`config.mk`:
```
export PLATFORM = sky130hd
export DESIGN_NAME = spike_aer_encoder
export DESIGN_NICKNAME = d
export VERILOG_FILES = /design/src/rtl/spike_aer_encoder.sv
export SDC_FILE = /design/constraint.sdc
export NUM_CORES = 1
export LEC_CHECK = 0
export ABC_AREA = 1
export CAP_MARGIN = 10
export CORE_UTILIZATION = 60
export CTS_CLUSTER_DIAMETER = 120
export DETAILED_ROUTE_END_ITERATION = 10
export DONT_BUFFER_PORTS = 1
export GPL_TIMING_DRIVEN = 0
export PLACE_DENSITY = 0.76
export SLEW_MARGIN = 20
export SYNTH_ARGS = -nofsm -noshare
export SYNTH_HDL_FRONTEND = slang
export SYNTH_SLANG_ARGS = --single-unit
```
`constraint.sdc`:
```
create_clock -name clk -period 18.4 [get_ports clk]
set_input_delay 2.76 -clock clk [delete_from_list [all_inputs] [get_ports clk]]
set_output_delay 2.76 -clock clk [all_outputs]
set_load 0.05 [all_outputs]
```
`src/rtl/spike_aer_encoder.sv`:
```
// spike_aer_encoder
//
// Turns the per-neuron spike levels of a LIF neuron bank into a stream of
// address-event (AER) words. Each neuron owns a pending flag. A round-robin
// arbiter moves one pending neuron per cycle into a first-word-fall-through
// FIFO. The FIFO head drives the output stream.
//
// Optional feature macro: AER_TIMESTAMP_EN
//   defined   : a free-running TS_W counter is stamped into every FIFO entry
//               and presented on aer_ts.
//   undefined : no counter, no timestamp storage, aer_ts is tied to 0.
//
// Ports
//   clk         in   1          sole clock, rising edge
//   rst         in   1          asynchronous, active-high reset
//   spike_in    in   N_NEURONS  one bit per neuron, high level = one event
//   aer_valid   out  1          an event word is presented (FIFO not empty)
//   aer_ready   in   1          consumer accepts the presented word
//   aer_addr    out  ADDR_W     index of the spiking neuron (head entry)
//   aer_ts      out  TS_W       push-time timestamp of the head entry
//   drop_count  out  DROP_W     saturating count of merged (lost) events
//   fifo_full   out  1          FIFO occupancy equals FIFO_DEPTH
//
// Stream handshake: a word transfers on every rising edge where aer_valid
// and aer_ready are both high. aer_valid never depends on aer_ready, and
// once raised it stays high with aer_addr/aer_ts stable until the transfer.
// All outputs come straight from registers (no input-to-output paths).

module spike_aer_encoder #(
  parameter int N_NEURONS  = 16,
  parameter int ADDR_W     = 4,
  parameter int FIFO_DEPTH = 8,
  parameter int TS_W       = 16,
  parameter int DROP_W     = 8
) (
  input  logic                 clk,
  input  logic                 rst,
  input  logic [N_NEURONS-1:0] spike_in,
  output logic                 aer_valid,
  input  logic                 aer_ready,
  output logic [ADDR_W-1:0]    aer_addr,
  output logic [TS_W-1:0]      aer_ts,
  output logic [DROP_W-1:0]    drop_count,
  output logic                 fifo_full
);

  localparam int PTR_W = (FIFO_DEPTH > 1) ? $clog2(FIFO_DEPTH) : 1;
  localparam int CNT_W = PTR_W + 1;
  localparam int SUM_W = $clog2(N_NEURONS + 1);
  localparam int SAT_W = ((DROP_W > SUM_W) ? DROP_W : SUM_W) + 1;

  localparam logic [ADDR_W-1:0] LAST_RST = ADDR_W'(N_NEURONS - 1);
  localparam logic [DROP_W-1:0] DROP_MAX = {DROP_W{1'b1}};
  localparam logic [CNT_W-1:0]  CNT_FULL = CNT_W'(FIFO_DEPTH);

  // ---------------------------------------------------------------------
  // State
  // ---------------------------------------------------------------------
  logic [N_NEURONS-1:0] pend;
  logic [ADDR_W-1:0]    last_grant;
  logic [PTR_W-1:0]     wr_ptr;
  logic [PTR_W-1:0]     rd_ptr;
  logic [CNT_W-1:0]     count;
  logic [ADDR_W-1:0]    mem_addr [FIFO_DEPTH];

  // ---------------------------------------------------------------------
  // Arbiter
  // ---------------------------------------------------------------------
  logic                 grant_found;
  logic [ADDR_W-1:0]    grant_idx;
  logic                 pop;
  logic                 grant;
  logic [N_NEURONS-1:0] grant_mask;

  // Round-robin in two passes: indices above last_grant first, then the
  // wrapped range 0..last_grant. The first pending hit in that order wins.
  always_comb begin
    grant_found = 1'b0;
    grant_idx   = '0;
    for (int i = 0; i < N_NEURONS; i++) begin
      if (!grant_found && pend[i] && (ADDR_W'(i) > last_grant)) begin
        grant_found = 1'b1;
        grant_idx   = ADDR_W'(i);
      end
    end
    for (int i = 0; i < N_NEURONS; i++) begin
      if (!grant_found && pend[i] && (ADDR_W'(i) <= last_grant)) begin
        grant_found = 1'b1;
        grant_idx   = ADDR_W'(i);
      end
    end
  end

  assign pop   = aer_valid & aer_ready;
  // A pop on the same edge frees the slot, so a full FIFO can still accept.
  assign grant = grant_found & (~fifo_full | pop);

  always_comb begin
    grant_mask = '0;
    for (int i = 0; i < N_NEURONS; i++) begin
      grant_mask[i] = grant && (grant_idx == ADDR_W'(i));
    end
  end

  // ---------------------------------------------------------------------
  // Pending flags and drop accounting
  // ---------------------------------------------------------------------
  logic [N_NEURONS-1:0] pend_next;
  logic [N_NEURONS-1:0] drop_vec;
  logic [SUM_W-1:0]     drop_sum;
  logic [SAT_W-1:0]     drop_ext;
  logic [DROP_W-1:0]    drop_next;

  // A spike on the granted neuron re-arms its flag as a fresh event; a
  // spike on a still-pending, non-granted neuron merges and is lost.
  assign pend_next = spike_in | (pend & ~grant_mask);
  assign drop_vec  = spike_in & pend & ~grant_mask;

  always_comb begin
    drop_sum = '0;
    for (int i = 0; i < N_NEURONS; i++) begin
      drop_sum = drop_sum + SUM_W'(drop_vec[i]);
    end
  end

  assign drop_ext  = SAT_W'(drop_count) + SAT_W'(drop_sum);
  assign drop_next = (drop_ext > SAT_W'(DROP_MAX)) ? DROP_MAX : drop_ext[DROP_W-1:0];

  always_ff @(posedge clk or posedge rst) begin
    if (rst) begin
      pend       <= '0;
      last_grant <= LAST_RST;
      drop_count <= '0;
    end else begin
      pend       <= pend_next;
      drop_count <= drop_next;
      if (grant) begin
        last_grant <= grant_idx;
      end
    end
  end

  // ---------------------------------------------------------------------
  // FIFO control
  // ---------------------------------------------------------------------
  always_ff @(posedge clk or posedge rst) begin
    if (rst) begin
      wr_ptr <= '0;
      rd_ptr <= '0;
      count  <= '0;
    end else begin
      if (grant) begin
        wr_ptr <= wr_ptr + PTR_W'(1);
      end
      if (pop) begin
        rd_ptr <= rd_ptr + PTR_W'(1);
      end
      case ({grant, pop})
        2'b10:   count <= count + CNT_W'(1);
        2'b01:   count <= count - CNT_W'(1);
        default: count <= count;
      endcase
    end
  end

  // Storage is not reset; the outputs are masked while the FIFO is empty.
  always_ff @(posedge clk) begin
    if (grant) begin
      mem_addr[wr_ptr] <= grant_idx;
    end
  end

  assign aer_valid = (count != '0);
  assign fifo_full = (count == CNT_FULL);
  assign aer_addr  = aer_valid ? mem_addr[rd_ptr] : '0;

  // ---------------------------------------------------------------------
  // Timestamp
  // ---------------------------------------------------------------------
`ifdef AER_TIMESTAMP_EN
  logic [TS_W-1:0] ts_cnt;
  logic [TS_W-1:0] mem_ts [FIFO_DEPTH];

  always_ff @(posedge clk or posedge rst) begin
    if (rst) begin
      ts_cnt <= '0;
    end else begin
      ts_cnt <= ts_cnt + TS_W'(1);
    end
  end

  // The stamp is the counter value seen on the push edge.
  always_ff @(posedge clk) begin
    if (grant) begin
      mem_ts[wr_ptr] <= ts_cnt;
    end
  end

  assign aer_ts = aer_valid ? mem_ts[rd_ptr] : '0;
`else
  assign aer_ts = '0;
`endif

endmodule

```
; Word-level counts from Yosys, hierarchy flattened
; Memory sizes are Yosys's and may differ from the RTL's.
; Cells that the tools add are included.
[word_totals]
ff_bits = 38
latchBits = 0
mem_bits_rw = 32
romBits = 0
inputBits = 19
word_cells = 268
mem_count = 1
[mem_list]
columns = name, depth, width, rd, rd_ports_with_merged_regs, write_ports, line_no
row1 = mem_addr, 8, 4, 1, 0, 1, 64  ; logic [ADDR_W-1:0] mem_addr [FIFO_DEPTH];
[classes]
add_sub_neg = 20
n_mul = 0
div_mod_pow = 0
magnitude_cmp = 33
eq_ne = 18
shifts = 0
mux = 68
bitwise = 9
reduce_logical = 113
[op_table]
columns = op, count
row1 = $mux W4, 31
row2 = $logic_and A1 B1 Y1, 79
row3 = $add A5 B1 Y5, 11
row4 = $and A16 B16 Y16, 3
row5 = $eq A4 B4 Y1 const B, 9
row6 = $mux W1, 35
row7 = $gt A4 B4 Y1 const A, 8
row8 = $le A4 B4 Y1 const A, 8
row9 = $logic_not A1 Y1, 31
row10 = $eq A4 B3 Y1 const B, 4
row11 = $gt A3 B4 Y1 const A, 4
row12 = $le A3 B4 Y1 const A, 4
row13 = $not A16 Y16, 1
row14 = $or A16 B16 Y16, 1
row15 = $add A8 B5 Y9, 1
row16 = $gt A9 B8 Y1 const B, 1
row17 = $eq A4 B2 Y1 const B, 2
row18 = $gt A1 B4 Y1 const A, 2
row19 = $gt A2 B4 Y1 const A, 2
row20 = $le A1 B4 Y1 const A, 2
row21 = $le A2 B4 Y1 const A, 2
row22 = $mux W8, 1
row23 = $pmux W4 S2, 1
row24 = $add A3 B1 Y3 const B, 2
row25 = other kinds (15), 16

; Logic depth before layout (Yosys ltp)
[depth]
ltp_word = 149
ltp_mapped = 40
depth_no_buf = 40

; Worst setup path before layout
; OpenSTA, ideal clock, no wires.
[synth_path]
path_type = in2reg
from = in aer_ready
to = reg drop_count[5]
setup_time_ps = 75
arrival_ps = 7274
required_time_ps = 18325
path_slack_ps = 11051
stages = 23
n_path_buf = 0
cell_sequence = inv_1 nand2_1 nand2_2 nor3_1 nand2_1 nand2_1 inv_1 fa_1 inv_1 fa_1 fa_1 inv_1 fa_1 fa_1 inv_1 fa_1 nor2_1 o21ai_0 nand2_1 nand2_1 a21oi_1 nand3_1 nand3_1
[synth_between]
elab_chain_len = 24
elab_cells_between_ends = 39
cone_classes = add/sub (16) / order compare (1) / mux (1) / bitwise (5) / reduce/logical (16)
[synth_lines]
columns = item, line_no
row1 = "start, declared", 40  ; input logic aer_ready,
row2 = $and A1 B1 Y1 *, 94  ; assign pop = aer_valid & aer_ready;
row3 = $or A1 B1 Y1 *, 96  ; assign grant = grant_found & (~fifo_full | pop);
row4 = $and A1 B1 Y1 *, 96
row5 = $logic_and A1 B1 Y1, 101  ; grant_mask[i] = grant && (grant_idx == ADDR_W'(i));
row6 = $not A16 Y16 *, 117  ; assign drop_vec = spike_in & pend & ~grant_mask;
row7 = $and A16 B16 Y16 *, 117
row8 = $add A1 B1 Y2, 122  ; drop_sum = drop_sum + SUM_W'(drop_vec[i]);
row9 = $add A2 B1 Y3, 122
row10 = $add A3 B1 Y4, 122
row11 = $add A4 B1 Y5, 122
row12 = $add A5 B1 Y5 (10 in a row), 122
row13 = $add A5 B1 Y5 *, 122
row14 = $add A8 B5 Y9 *, 126  ; assign drop_ext = SAT_W'(drop_count) + SAT_W'(drop_sum);
row15 = $gt A9 B8 Y1, 127  ; assign drop_next = (drop_ext > SAT_W'(DROP_MAX)) ? DROP_MAX : drop_ext[DROP_W-1:0];
row16 = $mux W8 *, 127
row17 = net drop_next[5], 112  ; logic [DROP_W-1:0] drop_next;
row18 = "end signal, assigned", 136  ; drop_count <= drop_next;
row19 = "end, declared", 43  ; output logic [DROP_W-1:0] drop_count,
; Mark *: on every way through the listed nets, which the timed path passes. The rest lies on a longest branch.
; A chain may end at the register's enable or synchronous reset.

; Worst setup path in the final report
[layout_path]
from = reg last_grant[0]
to = reg drop_count[2]
[layout_between]
elab_chain_len = 149
elab_cells_between_ends = 242
cone_classes = add/sub (16) / order compare (33) / eq/ne (15) / mux (64) / bitwise (3) / reduce/logical (111)
[layout_lines]
columns = item, line_no
row1 = "start, declared", 60  ; logic [ADDR_W-1:0] last_grant;
row2 = "start signal, assigned", 138  ; last_grant <= grant_idx;
row3 = $gt A1 B4 Y1, 81  ; if (!grant_found && pend[i] && (ADDR_W'(i) > last_grant)) begin
row4 = $logic_and A1 B1 Y1, 81
row5 = $mux W1, 81
row6 = $logic_not A1 Y1, 81
row7 = $logic_and A1 B1 Y1 (2 in a row), 81
row8 = $mux W1, 81
row9 = $logic_not A1 Y1, 81
row10 = $logic_and A1 B1 Y1 (2 in a row), 81
row11 = (+117 left out), -
row12 = net grant_idx[3], 70  ; logic [ADDR_W-1:0] grant_idx;
row13 = (+6 left out), -
row14 = $add A3 B1 Y4, 122
row15 = $add A4 B1 Y5, 122
row16 = $add A5 B1 Y5 (10 in a row), 122
row17 = $add A5 B1 Y5 *, 122
row18 = $add A8 B5 Y9 *, 126
row19 = $gt A9 B8 Y1, 127
row20 = $mux W8 *, 127
row21 = net drop_next[2], 112
; Marked as above.

==> results_dict.tcl <==
set metrics [dict create \
    setup-violations-final 0 \
    grt-ovfl-total 0 \
    ys_warn_count 0 \
    io_pins 49 \
    cts_root_buf "clkbuf_8" \
    num_rows 30 \
    routed.top_layer "met4" \
    drt_first_iter_violations 207 \
    place_congestion 0.898 \
    routed_wl_mm 9.11 \
    worstSetupStartpointType "flip-flop" \
    crit_type "reg2reg" \
    synth_area_per_cell_um2 8.40 \
    track_usage 0.269 \
    fin_setup_tns_ps 0 \
    worst_slack_ps 10380 \
    via_count 3452 \
    crit_slowest_cell "nor3_1" \
    finalCriticalPeriod_ps 8020 \
    synthTopCellsByCount "nand2_1 (106), inv_1 (82), nor2_1 (70)" \
    synth_edf_count 32 \
    final_cells 653 \
    crit_top_cell "fa_1" \
    status "complete, no violations" \
    synth_seq_cells 70 \
    dieWidth_um 87.6 \
    clock_latency_ps 340 \
    wl_met1_mm 3.85 \
    drc 0 \
    min-delay-path-class "reg2reg" \
    critPathMaxStageDelay_ps 730 \
    hpwl_mm 7.13 \
    ant_nets 0 \
    coreArea_um2 6940 \
    fp.dieH_um 87.6 \
    synth.top_cell.area_share 0.219 \
    synth_most_common_cell "nand2_1" \
    netlist_instances 523 \
    clk_pin_slew_ps 70 \
    drive_above_1_share 0.118 \
    grt_pass1_wl_mm 15.6 \
    finalClockSkew_ps 8.60 \
    synth-main-ff-cell "dfrtp_1" \
    rsz0062_at_grt "no" \
    drv_cap 0 \
    post-route-period-util 0.436 \
    r2r_slack_ps 10380 \
    holdBufCountCts 0 \
    area_growth_pct 9.31 \
    fin_nets 597 \
    maxSlewHeadroom 0.215 \
    critPathArrivalTime_ps 8270 \
    htree_levels 3 \
    grt_pass1_vias 3485 \
    dr.pass1.iters 5 \
    met3_wirelength_um 545 \
    max_freq_mhz 125 \
    cp_max_fo 10 \
    worst_setup_path_end_kind "flip-flop" \
    cts_tree "built" \
    io_buffer_count 0 \
    synthDistinctLibCells 40 \
    required_ps 18650 \
    place_inst 637 \
    cts_setup_buffers 0 \
    antenna_found_initial 0 \
    slew_violations 0 \
    pre_cts_slack_ps 10270 \
    worstMarginPinSlew_ps 1170 \
    yosysTopAreaCell "edfxtp_1" \
    die_area_um2 7670 \
    initial_utilization 0.633 \
    post_cts_resized 0 \
    wl_per_cell_um 14.0 \
    clk_path_buf_depth 2 \
    synth.area.top_cells "edfxtp_1 (22%), dfrtp_1 (19%), nand2_1 (9.1%)" \
    ys_async_sr_fraction 0.543 \
    viasPerCell 5.29 \
    cts_num_sinks 70 \
    grt_max_degree 28 \
    wl_met2_mm 4.51 \
    num_antenna_cells 0 \
    cts_buffers 9 \
    final_hold_viol_count 0 \
    ys_seq_area_frac 0.436 \
    netlist_area_um2 4390 \
]
## layout by cell type, fill, tap and decap left out, types with 2 or more instances in the layout
cell type / instances
dfstp_2: 4
xnor2_1: 4
o21ai_0: 29
nand2_1: 106
a31oi_1: 8
clkbuf_8: 9
nand2_2: 3
o21bai_1: 2
conb_1: 16
edfxtp_1: 32
nor2_1: 70
nor2_2: 7
nor2_4: 4
xor2_1: 5
buf_4: 17
a21oi_1: 11
nor3_1: 8
o2111ai_1: 3
inv_2: 4
ha_1: 13
o21ai_1: 3
clkbuf_1: 6
fa_1: 13
nand3_1: 25
nand4_1: 4
dfrtp_1: 34
nand4_2: 7
nand3b_1: 2
nor4_1: 3
o211ai_1: 2
o22ai_1: 4
clkinv_1: 2
inv_1: 81
## metrics by stage
stage	hold slack (ps)	util	cell area, um2
final	515	0.692	4800
after global routing	534	0.692	4800
after CTS	517	0.691	4800
after detailed placement	501	0.663	4610
after global placement	485	0.658	4570
after floorplan	462	-	4450
## flip-flops by register name, indices dropped and copies added (netlist names)
signal / count
rd_ptr: 3
drop_count: 8
mem_addr: 32
last_grant: 4
pend: 16
wr_ptr: 3
count: 4
## metal layers
| metal | vias up | GRT usage |
|---|---|---|
| met4 | 0 | 0.0924 |
| met1 | 1592 | 0.318 |
| met2 | 111 | 0.474 |
| li1 | 1725 | - |
| met5 | - | 0 |
| met3 | 24 | 0.0735 |
## cells by family (layout without fill, tap and decap cells)
group / Yosys count / in the layout / synth area share
buffers and inverters: 106 / 125 / 0.104
AO/OA/AOI/OAI: 66 / 66 / 0.0860
flip-flops: 70 / 70 / 0.436
XOR/XNOR: 9 / 9 / 0.0179
AND/OR/NAND/NOR: 245 / 245 / 0.259
other: 1 / 16 / 0.000853
adder cells (fa/ha/maj): 26 / 26 / 0.0962
## area by class of cell
cell class / instances / area [um2]
buffer: 20 / 135
clock buffer: 11 / 131
clock inverter: 5 / 58.8
fill: 549 / 2140
inverter: 86 / 323
multi-input combinational: 362 / 2090
sequential: 70 / 1920
tap: 96 / 120
timing repair buffer: 3 / 31.3
## path summary, 6_finish.rpt
path | cells after the start | startpoint | endpoint
min reg2reg | 1 | count[0] | count[0]
min | 1 | count[0] | count[0]
max in group asynchronous | 2 | rst | last_grant[1]
min in group asynchronous | 1 | rst | drop_count[0]
max reg2reg | 36 | last_grant[0] | drop_count[2]
max | 36 | last_grant[0] | drop_count[2]
## critical path, delay by kind of cell (launching register included)
| family | cells | cell delay [ps] |
|---|---|---|
| buffers and inverters | 4 | 250 |
| AO/OA/AOI/OAI | 3 | 510 |
| adder cells (fa/ha/maj) | 6 | 2720 |
| flip-flops | 1 | 400 |
| AND/OR/NAND/NOR | 23 | 4050 |
Power is not shown: default switching activity piles up to over one toggle a cycle in this logic, so the estimate is an artifact.
